$ cat config.mk
export PLATFORM = sky130hd
export DESIGN_NAME = adc_peak_hold
export DESIGN_NICKNAME = d
export VERILOG_FILES = /design/src/rtl/adc_pkg.sv /design/src/rtl/adc_abs_mag.sv /design/src/rtl/adc_peak_hold.sv
export SDC_FILE = /design/constraint.sdc
export NUM_CORES = 1
export LEC_CHECK = 0
export ABC_AREA = 0
export CORE_MARGIN = 5
export CORE_UTILIZATION = 30
export DETAILED_ROUTE_END_ITERATION = 8
export PLACE_DENSITY = 0.57
export SLEW_MARGIN = 20
export SYNTH_ARGS = -nofsm -noshare
export SYNTH_HDL_FRONTEND = slang
export SYNTH_HIERARCHICAL = 1
export SYNTH_SLANG_ARGS = --single-unit
$ cat constraint.sdc
create_clock -name clk -period 5.7 [get_ports clk]
set_input_delay 0.855 -clock clk [delete_from_list [all_inputs] [get_ports clk]]
set_output_delay 0.855 -clock clk [all_outputs]
set_load 0.05 [all_outputs]
$ cat src/rtl/adc_pkg.sv
// Shared constants for the ADC peak-hold path: default sample width, full-scale
// limits, stream lane position and output sign-extension width.
package adc_pkg;

  localparam int unsigned ADC_WIDTH_DEF = 14;
  localparam logic signed [ADC_WIDTH_DEF-1:0] ADC_FS_MIN = {1'b1, {(ADC_WIDTH_DEF-1){1'b0}}};
  localparam logic signed [ADC_WIDTH_DEF-1:0] ADC_FS_MAX = {1'b0, {(ADC_WIDTH_DEF-1){1'b1}}};
  localparam int unsigned CH_A_LSB = 0;
  localparam int unsigned SEXT_WIDTH = 16;

endpackage

$ cat src/rtl/adc_abs_mag.sv
// Combinational signed-to-magnitude; one extra output bit so the most negative
// sample maps to 2^(ADC_WIDTH-1) without overflow.
module adc_abs_mag
  import adc_pkg::*;
#(
  parameter int unsigned ADC_WIDTH = ADC_WIDTH_DEF
) (
  input  logic signed [ADC_WIDTH-1:0] sample,
  output logic        [ADC_WIDTH:0]   mag
);

  logic signed [ADC_WIDTH:0] ext;

  always_comb begin
    ext = (ADC_WIDTH + 1)'(sample);
    mag = ext[ADC_WIDTH] ? unsigned'(-ext) : unsigned'(ext);
  end

endmodule

$ cat src/rtl/adc_peak_hold.sv
// Per-window largest-magnitude sample detector with optional linear-decay peak hold,
// emitting one sign-extended AXI-Stream word per window of 2^LOG2_WIN accepted samples.
module adc_peak_hold
  import adc_pkg::*;
#(
  parameter int unsigned ADC_WIDTH        = ADC_WIDTH_DEF,
  parameter int unsigned AXIS_TDATA_WIDTH = 32,
  parameter int unsigned LOG2_WIN         = 10,
  parameter int unsigned DECAY            = 16
) (
  input  logic                        clk,
  input  logic                        rst,
  input  logic [AXIS_TDATA_WIDTH-1:0] S_AXIS_tdata,
  input  logic                        S_AXIS_tvalid,
  output logic                        S_AXIS_tready,
  output logic [AXIS_TDATA_WIDTH-1:0] M_AXIS_tdata,
  output logic                        M_AXIS_tvalid,
  output logic                        overrange
);

  localparam int unsigned MagW = ADC_WIDTH + 1;
  localparam logic [LOG2_WIN-1:0] CntLast = '1;
  localparam logic [MagW-1:0] DecayMag = MagW'(DECAY);
  localparam logic signed [ADC_WIDTH-1:0] FsMin = {1'b1, {(ADC_WIDTH-1){1'b0}}};
  localparam logic signed [ADC_WIDTH-1:0] FsMax = {1'b0, {(ADC_WIDTH-1){1'b1}}};

  logic [LOG2_WIN-1:0]         cnt_q;
  logic signed [ADC_WIDTH-1:0] peak_q, peak_d;
  logic                        or_q, or_d;
  logic [MagW-1:0]             hold_mag_q, hold_mag_d;
  logic                        hold_neg_q, hold_neg_d;

  logic signed [ADC_WIDTH-1:0] sample;
  logic [MagW-1:0]             mag_in, mag_peak, peak_mag_d, decayed, decayed_signed;
  logic                        first, take_new, is_fs;
  logic signed [ADC_WIDTH-1:0] res;
  logic [SEXT_WIDTH-1:0]       res_sext;
  logic [AXIS_TDATA_WIDTH-1:0] tdata_d;

  assign S_AXIS_tready = 1'b1;
  assign sample = S_AXIS_tdata[CH_A_LSB +: ADC_WIDTH];

  adc_abs_mag #(.ADC_WIDTH(ADC_WIDTH)) u_mag_in (
    .sample (sample),
    .mag    (mag_in)
  );

  adc_abs_mag #(.ADC_WIDTH(ADC_WIDTH)) u_mag_peak (
    .sample (peak_q),
    .mag    (mag_peak)
  );

  always_comb begin
    first      = (cnt_q == '0);
    take_new   = first || (mag_in > mag_peak);
    peak_d     = take_new ? sample : peak_q;
    peak_mag_d = take_new ? mag_in : mag_peak;
    is_fs      = (sample == FsMin) || (sample == FsMax);
    or_d       = is_fs || (!first && or_q);

    decayed        = (hold_mag_q > DecayMag) ? (hold_mag_q - DecayMag) : '0;
    decayed_signed = hold_neg_q ? (~decayed + 1'b1) : decayed;

    // A zero decayed magnitude always loses to the window peak, so a held result is never -0.
    if (DECAY == 0 || peak_mag_d >= decayed) begin
      res        = peak_d;
      hold_mag_d = peak_mag_d;
    end else begin
      res        = decayed_signed[ADC_WIDTH-1:0];
      hold_mag_d = decayed;
    end
    hold_neg_d = res[ADC_WIDTH-1];

    res_sext = SEXT_WIDTH'(res);
    tdata_d  = AXIS_TDATA_WIDTH'(res_sext);
  end

  always_ff @(posedge clk) begin
    if (rst) begin
      cnt_q         <= '0;
      peak_q        <= '0;
      or_q          <= 1'b0;
      hold_mag_q    <= '0;
      hold_neg_q    <= 1'b0;
      M_AXIS_tdata  <= '0;
      M_AXIS_tvalid <= 1'b0;
      overrange     <= 1'b0;
    end else begin
      M_AXIS_tvalid <= 1'b0;
      if (S_AXIS_tvalid) begin
        cnt_q  <= cnt_q + LOG2_WIN'(1);
        peak_q <= peak_d;
        or_q   <= or_d;
        if (cnt_q == CntLast) begin
          M_AXIS_tvalid <= 1'b1;
          M_AXIS_tdata  <= tdata_d;
          overrange     <= or_d;
          hold_mag_q    <= hold_mag_d;
          hold_neg_q    <= hold_neg_d;
        end
      end
    end
  end

endmodule

==> results of run 1 <==
metrics by stage:
| stage | util [%] | instance area (µm²) |
|---|---|---|
| 3_5_place_dp | 36.2 | 5770 |
| 3_3_place_gp | 36.2 | 5770 |
| 4_1_cts | 39.9 | 6370 |
| 5_1_grt | 41.8 | 6670 |
| 6_report | 41.8 | 6670 |
| 2_1_floorplan | - | 4960 |
report_power, final:
group	internal (mW)	switching [mW]
logic	0.303	0.286
clock network	0.208	0.152
registers	0.401	0.0156
critical path: cells and delay by family:
kind | cells | cell delay (ns)
fa+ha+maj | 2 | 0.33
mux | 1 | 0.32
compound gates | 4 | 0.79
simple gates | 10 | 2.53
buf+inv | 8 | 1.00
cell usage in the layout (no fill, tap or decap), types with 9 or more instances in the layout:
| master | netlist | routed |
|---|---|---|
| a21oi_1 | 22 | 22 |
| buf_4 | 26 | 71 |
| buf_6 | 2 | 11 |
| clkdlybuf4s50_1 | 0 | 23 |
| conb_1 | 4 | 19 |
| dfxtp_1 | 56 | 56 |
| ha_1 | 37 | 27 |
| ha_4 | 0 | 9 |
| inv_1 | 32 | 30 |
| mux2i_1 | 31 | 29 |
| nand2_1 | 37 | 34 |
| nand3_1 | 10 | 10 |
| nand4_1 | 13 | 13 |
| nor2_1 | 50 | 47 |
| nor3_1 | 18 | 15 |
| nor4_1 | 9 | 9 |
| o21ai_0 | 32 | 27 |
| o31ai_1 | 16 | 11 |
| xnor2_1 | 30 | 27 |
| xor2_1 | 11 | 11 |
logic make-up (layout without fill, tap and decap cells):
group	Yosys count	count (layout)	synth area share, %
fa+ha+maj	37	37	9.47
buf+inv	84	163	8.86
compound gates	143	143	19.9
mux	44	44	9.34
xor+xnor	41	41	7.35
simple gates	194	194	21.8
other cells	4	19	0.307
flops	56	56	22.9
flip-flops by register name (all words and copies together), names as in the netlist:
register / count
hold_neg_q: 1
hold_mag_q: 15
M_AXIS_tdata: 13
M_AXIS_tvalid: 1
peak_q: 14
or_q: 1
cnt_q: 10
overrange: 1
timing repair:
item | in CTS | in global routing
resized for setup | 63 | 53
pin swaps | 28 | 28
setup buffers | 7 | 17
endpoints found under the setup margin | 29 | 29
cloned | 3 | 0
final cells by class:
cell class,count,area [µm²]
fillers,1568,9280
multi-input cells,478,3830
repair buffers,123,1160
flip-flops and latches,56,1120
well taps,216,270
clock buffers,6,129
inverters,32,120
clock inverters,2,35.0
how the worst max path moves through the flow:
stage,start,endpoint
2_1_floorplan,S_AXIS_tdata[1],M_AXIS_tdata[8]
5_1_grt,peak_q[0],M_AXIS_tdata[11]
4_1_cts,S_AXIS_tdata[7],hold_mag_q[14]
3_5_place_dp,S_AXIS_tdata[0],hold_mag_q[1]
6_report,S_AXIS_tdata[0],M_AXIS_tdata[2]
3_3_place_gp,S_AXIS_tdata[0],M_AXIS_tdata[1]
metal layers:
layer | vias to the layer above | share of wire, % | track usage (%)
met3 | 36 | 3.7 | 1.83
met4 | 0 | 3.2 | 6.32
li1 | 2360 | - | -
met1 | 2353 | 44 | 19.5
met2 | 139 | 50 | 28.6
met5 | - | 0 | 0
==> impl_metrics.csv, run 1 <==
group,metric,value,unit
status,status,"complete, no violations",
synth,yosysMostFrequentCell,"dfxtp_1",
worst_setup_path,reg2reg_from,"peak_q[0]",
worst_setup_path,reg2reg_slack,0.14,ns
routing,drtPass1Iterations,5,
worst_setup_path,worstSetupStartpointType,"input pin",
power_and_ir_drop,pwr_density_cell,205,mW/mm²
worst_setup_path,reg2reg_depth,26,
routing,wl_per_cell,16.8,µm
routing,totalWireLength,15300,µm
floorplan,fp.dieArea,0.0189,mm²
placed_design,dp_slack,-0.785,ns
timing,min_period,5.61,ns
synth,syn_inst,603,
worst_setup_path,critPathArrivalTime,5.84,ns
floorplan,die_w,138,µm
global_route,overflow,0,
global_route,grt_max_degree,27,
synth,netlist_area,0.00489,mm²
routing,postRouteAntennaNets,0,
clock_network,cts_made_buffers,5,
power_and_ir_drop,p_leak,2.67,nW
worst_setup_path,critical-path-max-stage-delay,0.54,ns
global_route,grt_first_pass_wirelength,24100,µm
timing,drv_slew,0,
routing,drc,0,
timing,setup_viol,0,
global_route,antenna_found_initial,0,
synth,syn_area_per_cell,8.10,µm²
clock_network,worstSkewPairLatency,0.30,ns
timing,setup_slack,0.0896,ns
clock_network,root_buffer,"clkbuf_16",
synth,synth_area_leaders,"dfxtp_1 23%, ha_1 9.5%, mux2i_1 6.3%",
timing,hold_viol,0,
clock_network,holdBufCountCts,0,
synth,yosysWarnings,6,
synth,synth_ff_type,"dfxtp_1",
placed_design,place_inst,879,
synth,synth_top_area_cell,"dfxtp_1",
clock_network,tritoncts,"yes",
synth,seq_area_frac_synth,22.9,%
floorplan,core_region_area,0.0159,mm²
routing,vias,4888,
clock_network,cts_sinks,56,
worst_setup_path,path_max_fanout,7,
worst_setup_path,critPathRequiredTime,5.93,ns
min_path,hold_depth,2,
placed_design,io_buffers,34,
routing,routed_via_density,5.35,
power_and_ir_drop,power,1.36,mW
placed_design,hpwl,11300,µm
cells_and_area,area_growth,36.4,%
cells_and_area,n_antenna_cell,0,
synth,synth_top_cell_area_share,22.9,%
synth,async_flop_share,0,%
floorplan,ios,70,
cells_and_area,layout-drive-gt1-share,27.1,%
worst_setup_path,cpMostUsedCell,"buf_6",
timing,slew-limit-headroom,18.2,%
worst_setup_path,rr_endpoint,"M_AXIS_tdata[2]",
worst_setup_path,end_kind,"flip-flop",
cells_and_area,fin_cells,913,
routing,drt_iter0_markers,308,
min_path,hold_end,"or_q",
clock_network,clkTransAtPathRegs,0.07,ns
worst_setup_path,cp_slowest_cell,"or4_4",
min_path,min-delay-start,"or_q",
flow_run,maxCapViolCount,0,
synth,synth_common_cells,"56 x dfxtp_1, 50 x nor2_1, 37 x ha_1, 37 x nand2_1",
synth,synth_edf_count,0,
synth,synthDistinctLibCells,65,
timing,skew,0.0125,ns
worst_setup_path,criticalPathCategory,"in2reg",
timing,holdWs,0.490,ns
timing,tns,0,ns
floorplan,start_util,30.7,%
timing,fmaxAchievable,178,MHz
floorplan,std_cell_rows,46,
timing,min_period_over_period,98.4,%
clock_network,cts_max_level,2,
cells_and_area,nets,768,
timing,max_slew.worst_pin.slew,1.22,ns
synth,yosys_register_bits,56,
power_and_ir_drop,ir_drop,0.121,mV
timing,rsz0062_at_grt,"true",
global_route,grt_pass1_vias,4725,
floorplan,die_h,138,µm
min_path,hold_class,"reg2reg",
global_route,track_usage,16.0,%
clock_network,clk_path_buf_depth,2,
placed_design,place.gp.congestion,0.897,
Power figures use the tool's default switching activity.
==> run 2: changes to the inputs <==
GPL_TIMING_DRIVEN = 0   (was not set)
==> run 2 against run 1 <==
The run now ends with setup timing left. Maximum frequency down 2.1%. Sequential share of layout area increased by 0.88 points. Sequential cell count stayed put. Sequential power is essentially flat. Worst setup slack worse by 0.12 ns. Total power down 9.6%. Core utilization down 2.1 points. First-iteration DRC count is 6.8% higher. Combinational power shrank 17%. Largest power group unchanged. Register-to-register slack got worse by 0.04 ns. Critical path type unchanged. Die area did not move. Worst hold slack worse by 0.0040 ns.
==> impl_metrics.csv, run 2 (synthesis results as in run 1) <==
group,metric,value,unit
status,status,"finished, violations left",
status,violations,"setup timing",
timing,max_slew.worst_pin.slew,0.778,ns
clock_network,cts_made_buffers,5,
global_route,antenna_found_initial,0,
routing,postRouteAntennaNets,0,
clock_network,tritoncts,"yes",
placed_design,io_buffers,33,
worst_setup_path,path_max_fanout,8,
global_route,grt_pass1_vias,4673,
floorplan,die_w,138,µm
power_and_ir_drop,power,1.23,mW
global_route,grt_first_pass_wirelength,23900,µm
routing,totalWireLength,15600,µm
placed_design,place.gp.congestion,0.963,
cells_and_area,fillerInstances,1597,
clock_network,cts_max_level,2,
timing,slew-limit-headroom,47.9,%
worst_setup_path,rr_endpoint,"M_AXIS_tdata[4]",
routing,drtPass1Iterations,5,
power_and_ir_drop,pwr_density_cell,195,mW/mm²
routing,drc,0,
cells_and_area,final_cell_mix,"56 x dfxtp_1, 51 x buf_4, 46 x nor2_1",
placed_design,place_area,0.00556,mm²
timing,rsz0062_at_grt,"true",
cells_and_area,regMostFlops,"hold_mag_q",
min_path,hold_end,"M_AXIS_tdata[3]",
worst_setup_path,end_kind,"flip-flop",
timing,setup_slack,-0.0336,ns
routing,routed_via_density,5.30,
clock_network,clk_path_buf_depth,2,
cells_and_area,nets,761,
timing,holdWs,0.486,ns
timing,hold_viol,0,
cells_and_area,largest_reg_flops,15,
cells_and_area,fin_cells,906,
worst_setup_path,criticalPathCategory,"in2reg",
timing,setup_viol,12,
worst_setup_path,reg2reg_slack,0.10,ns
timing,min_period,5.73,ns
timing,min_period_over_period,101,%
worst_setup_path,worstSetupStartpointType,"input pin",
clock_network,clkTransAtPathRegs,0.07,ns
worst_setup_path,critPathArrivalTime,5.97,ns
worst_setup_path,reg2reg_depth,25,
floorplan,start_util,30.7,%
worst_setup_path,critPathRequiredTime,5.93,ns
clock_network,cts_sinks,56,
timing,skew,0.00558,ns
global_route,track_usage,15.8,%
routing,drt_iter0_markers,329,
timing,drv_slew,0,
power_and_ir_drop,ir_drop,0.151,mV
placed_design,hpwl,11800,µm
flow_run,maxCapViolCount,0,
cells_and_area,final_cell_area,0.00633,mm²
floorplan,die_h,138,µm
placed_design,place_inst,867,
floorplan,std_cell_rows,46,
cells_and_area,n_antenna_cell,0,
power_and_ir_drop,p_leak,2.53,nW
floorplan,core_region_area,0.0159,mm²
cells_and_area,final_common_cell,"dfxtp_1",
cells_and_area,area_growth,29.6,%
clock_network,worstSkewPairLatency,0.30,ns
cells_and_area,top_regs,"hold_mag_q (15), peak_q (14), M_AXIS_tdata (13)",
routing,vias,4804,
timing,fmaxAchievable,174,MHz
worst_setup_path,reg2reg_from,"peak_q[0]",
min_path,hold_class,"reg2reg",
min_path,hold_depth,2,
cells_and_area,layout-drive-gt1-share,24.6,%
min_path,min-delay-start,"M_AXIS_tdata[3]",
global_route,grt_max_degree,17,
floorplan,fp.dieArea,0.0189,mm²
global_route,overflow,0,
floorplan,ios,70,
clock_network,root_buffer,"clkbuf_16",
cells_and_area,postLayoutCoreUtil,39.7,%
routing,wl_per_cell,17.2,µm
## run 2: cell types whose count changed in the layout (fill, tap and decap cells not counted), moves of 4 or more
cell,change
clkbuf_1,+13
buf_12,-6
buf_2,+7
a22oi_1,+4
buf_4,-20
a22oi_2,-4
## run 2: layer usage
layer | wire length, µm | global-route usage, % | part of all wire (%) | vias to the layer above
li1 | - | - | - | 2346
met2 | 7610 | 27.9 | 49 | 176
met3 | 770 | 1.75 | 4.9 | 46
met4 | 534 | 5.49 | 3.4 | 0
met1 | 6640 | 19.7 | 43 | 2236
met5 | 0 | 0 | 0 | -
## run 2: final cells by class
| cell class | count | area [µm²] | share of cell area [%] |
|---|---|---|---|
| plain buffers | 50 | 343 | 5.41 |
| multi-input cells | 478 | 3750 | 59.3 |
| inverters | 32 | 120 | 1.90 |
| clock buffers | 7 | 143 | 2.25 |
| repair buffers | 66 | 576 | 9.09 |
| well taps | 216 | 270 | 4.27 |
| flip-flops and latches | 56 | 1120 | 17.7 |
| clock inverters | 1 | 7.51 | 0.119 |
## run 2: worst max-delay path: stages
cell and delay, ns:
buf_12 0.11, or4_4 0.57, or4_4 0.55, nor3b_4 0.27
ha_4 0.17, nand4_1 0.14, or4_4 0.62, nand2_4 0.09
nand2_4 0.06, nor2_4 0.15, buf_8 0.17, mux2i_4 0.27
inv_2 0.07, ha_4 0.25, a2111o_1 0.42, o221ai_2 0.21
nand3b_1 0.12, buf_6 0.15, buf_8 0.13, nor3_4 0.27
buf_6 0.16, a22oi_1 0.06, o21ai_1 0.09
## run 2: worst max-delay path by stage
stage                          from              end  slack (ns)  depth (start not counted)
floorplan           S_AXIS_tdata[1]  M_AXIS_tdata[8]        0.07                         22
global placement    S_AXIS_tdata[0]  M_AXIS_tdata[8]       -1.62                         23
detailed placement  S_AXIS_tdata[0]  M_AXIS_tdata[8]       -1.73                         23
CTS                 S_AXIS_tdata[1]  M_AXIS_tdata[1]        0.01                         25
global route        S_AXIS_tdata[0]  M_AXIS_tdata[9]       -0.20                         23
finish              S_AXIS_tdata[0]  M_AXIS_tdata[4]       -0.03                         23
## run 2: per-stage QoR
stage / worst slack [ns] / TNS (ns)
global route: -0.200 / -3.10
detailed placement: -1.73 / -42.89
floorplan: 0.0681 / 0
CTS: 0.0124 / 0
finish: -0.0336 / -0.296
global placement: -1.62 / -39.87
## run 2: timing repair
item	4_1_cts	5_1_grt
pin swaps	12	35
hold buffers	0	0
setup buffers	12	20
cloned	1	0
resized for setup	46	107
hold endpoints to repair	0	0
endpoints found under the setup margin	29	28
## run 2: where the power goes
group	internal [mW]	switching (mW)	leakage (nW)
Clock	0.176	0.150	0.0701
Combinational	0.222	0.269	2.00
Sequential	0.401	0.0153	0.454
Total	0.799	0.435	2.53
==> run 3: changes to the inputs <==
GPL_ROUTABILITY_DRIVEN = 0   (was not set)
==> results of run 3 <==
No change in the layout: final DEF, timing and power equal those of run 2.
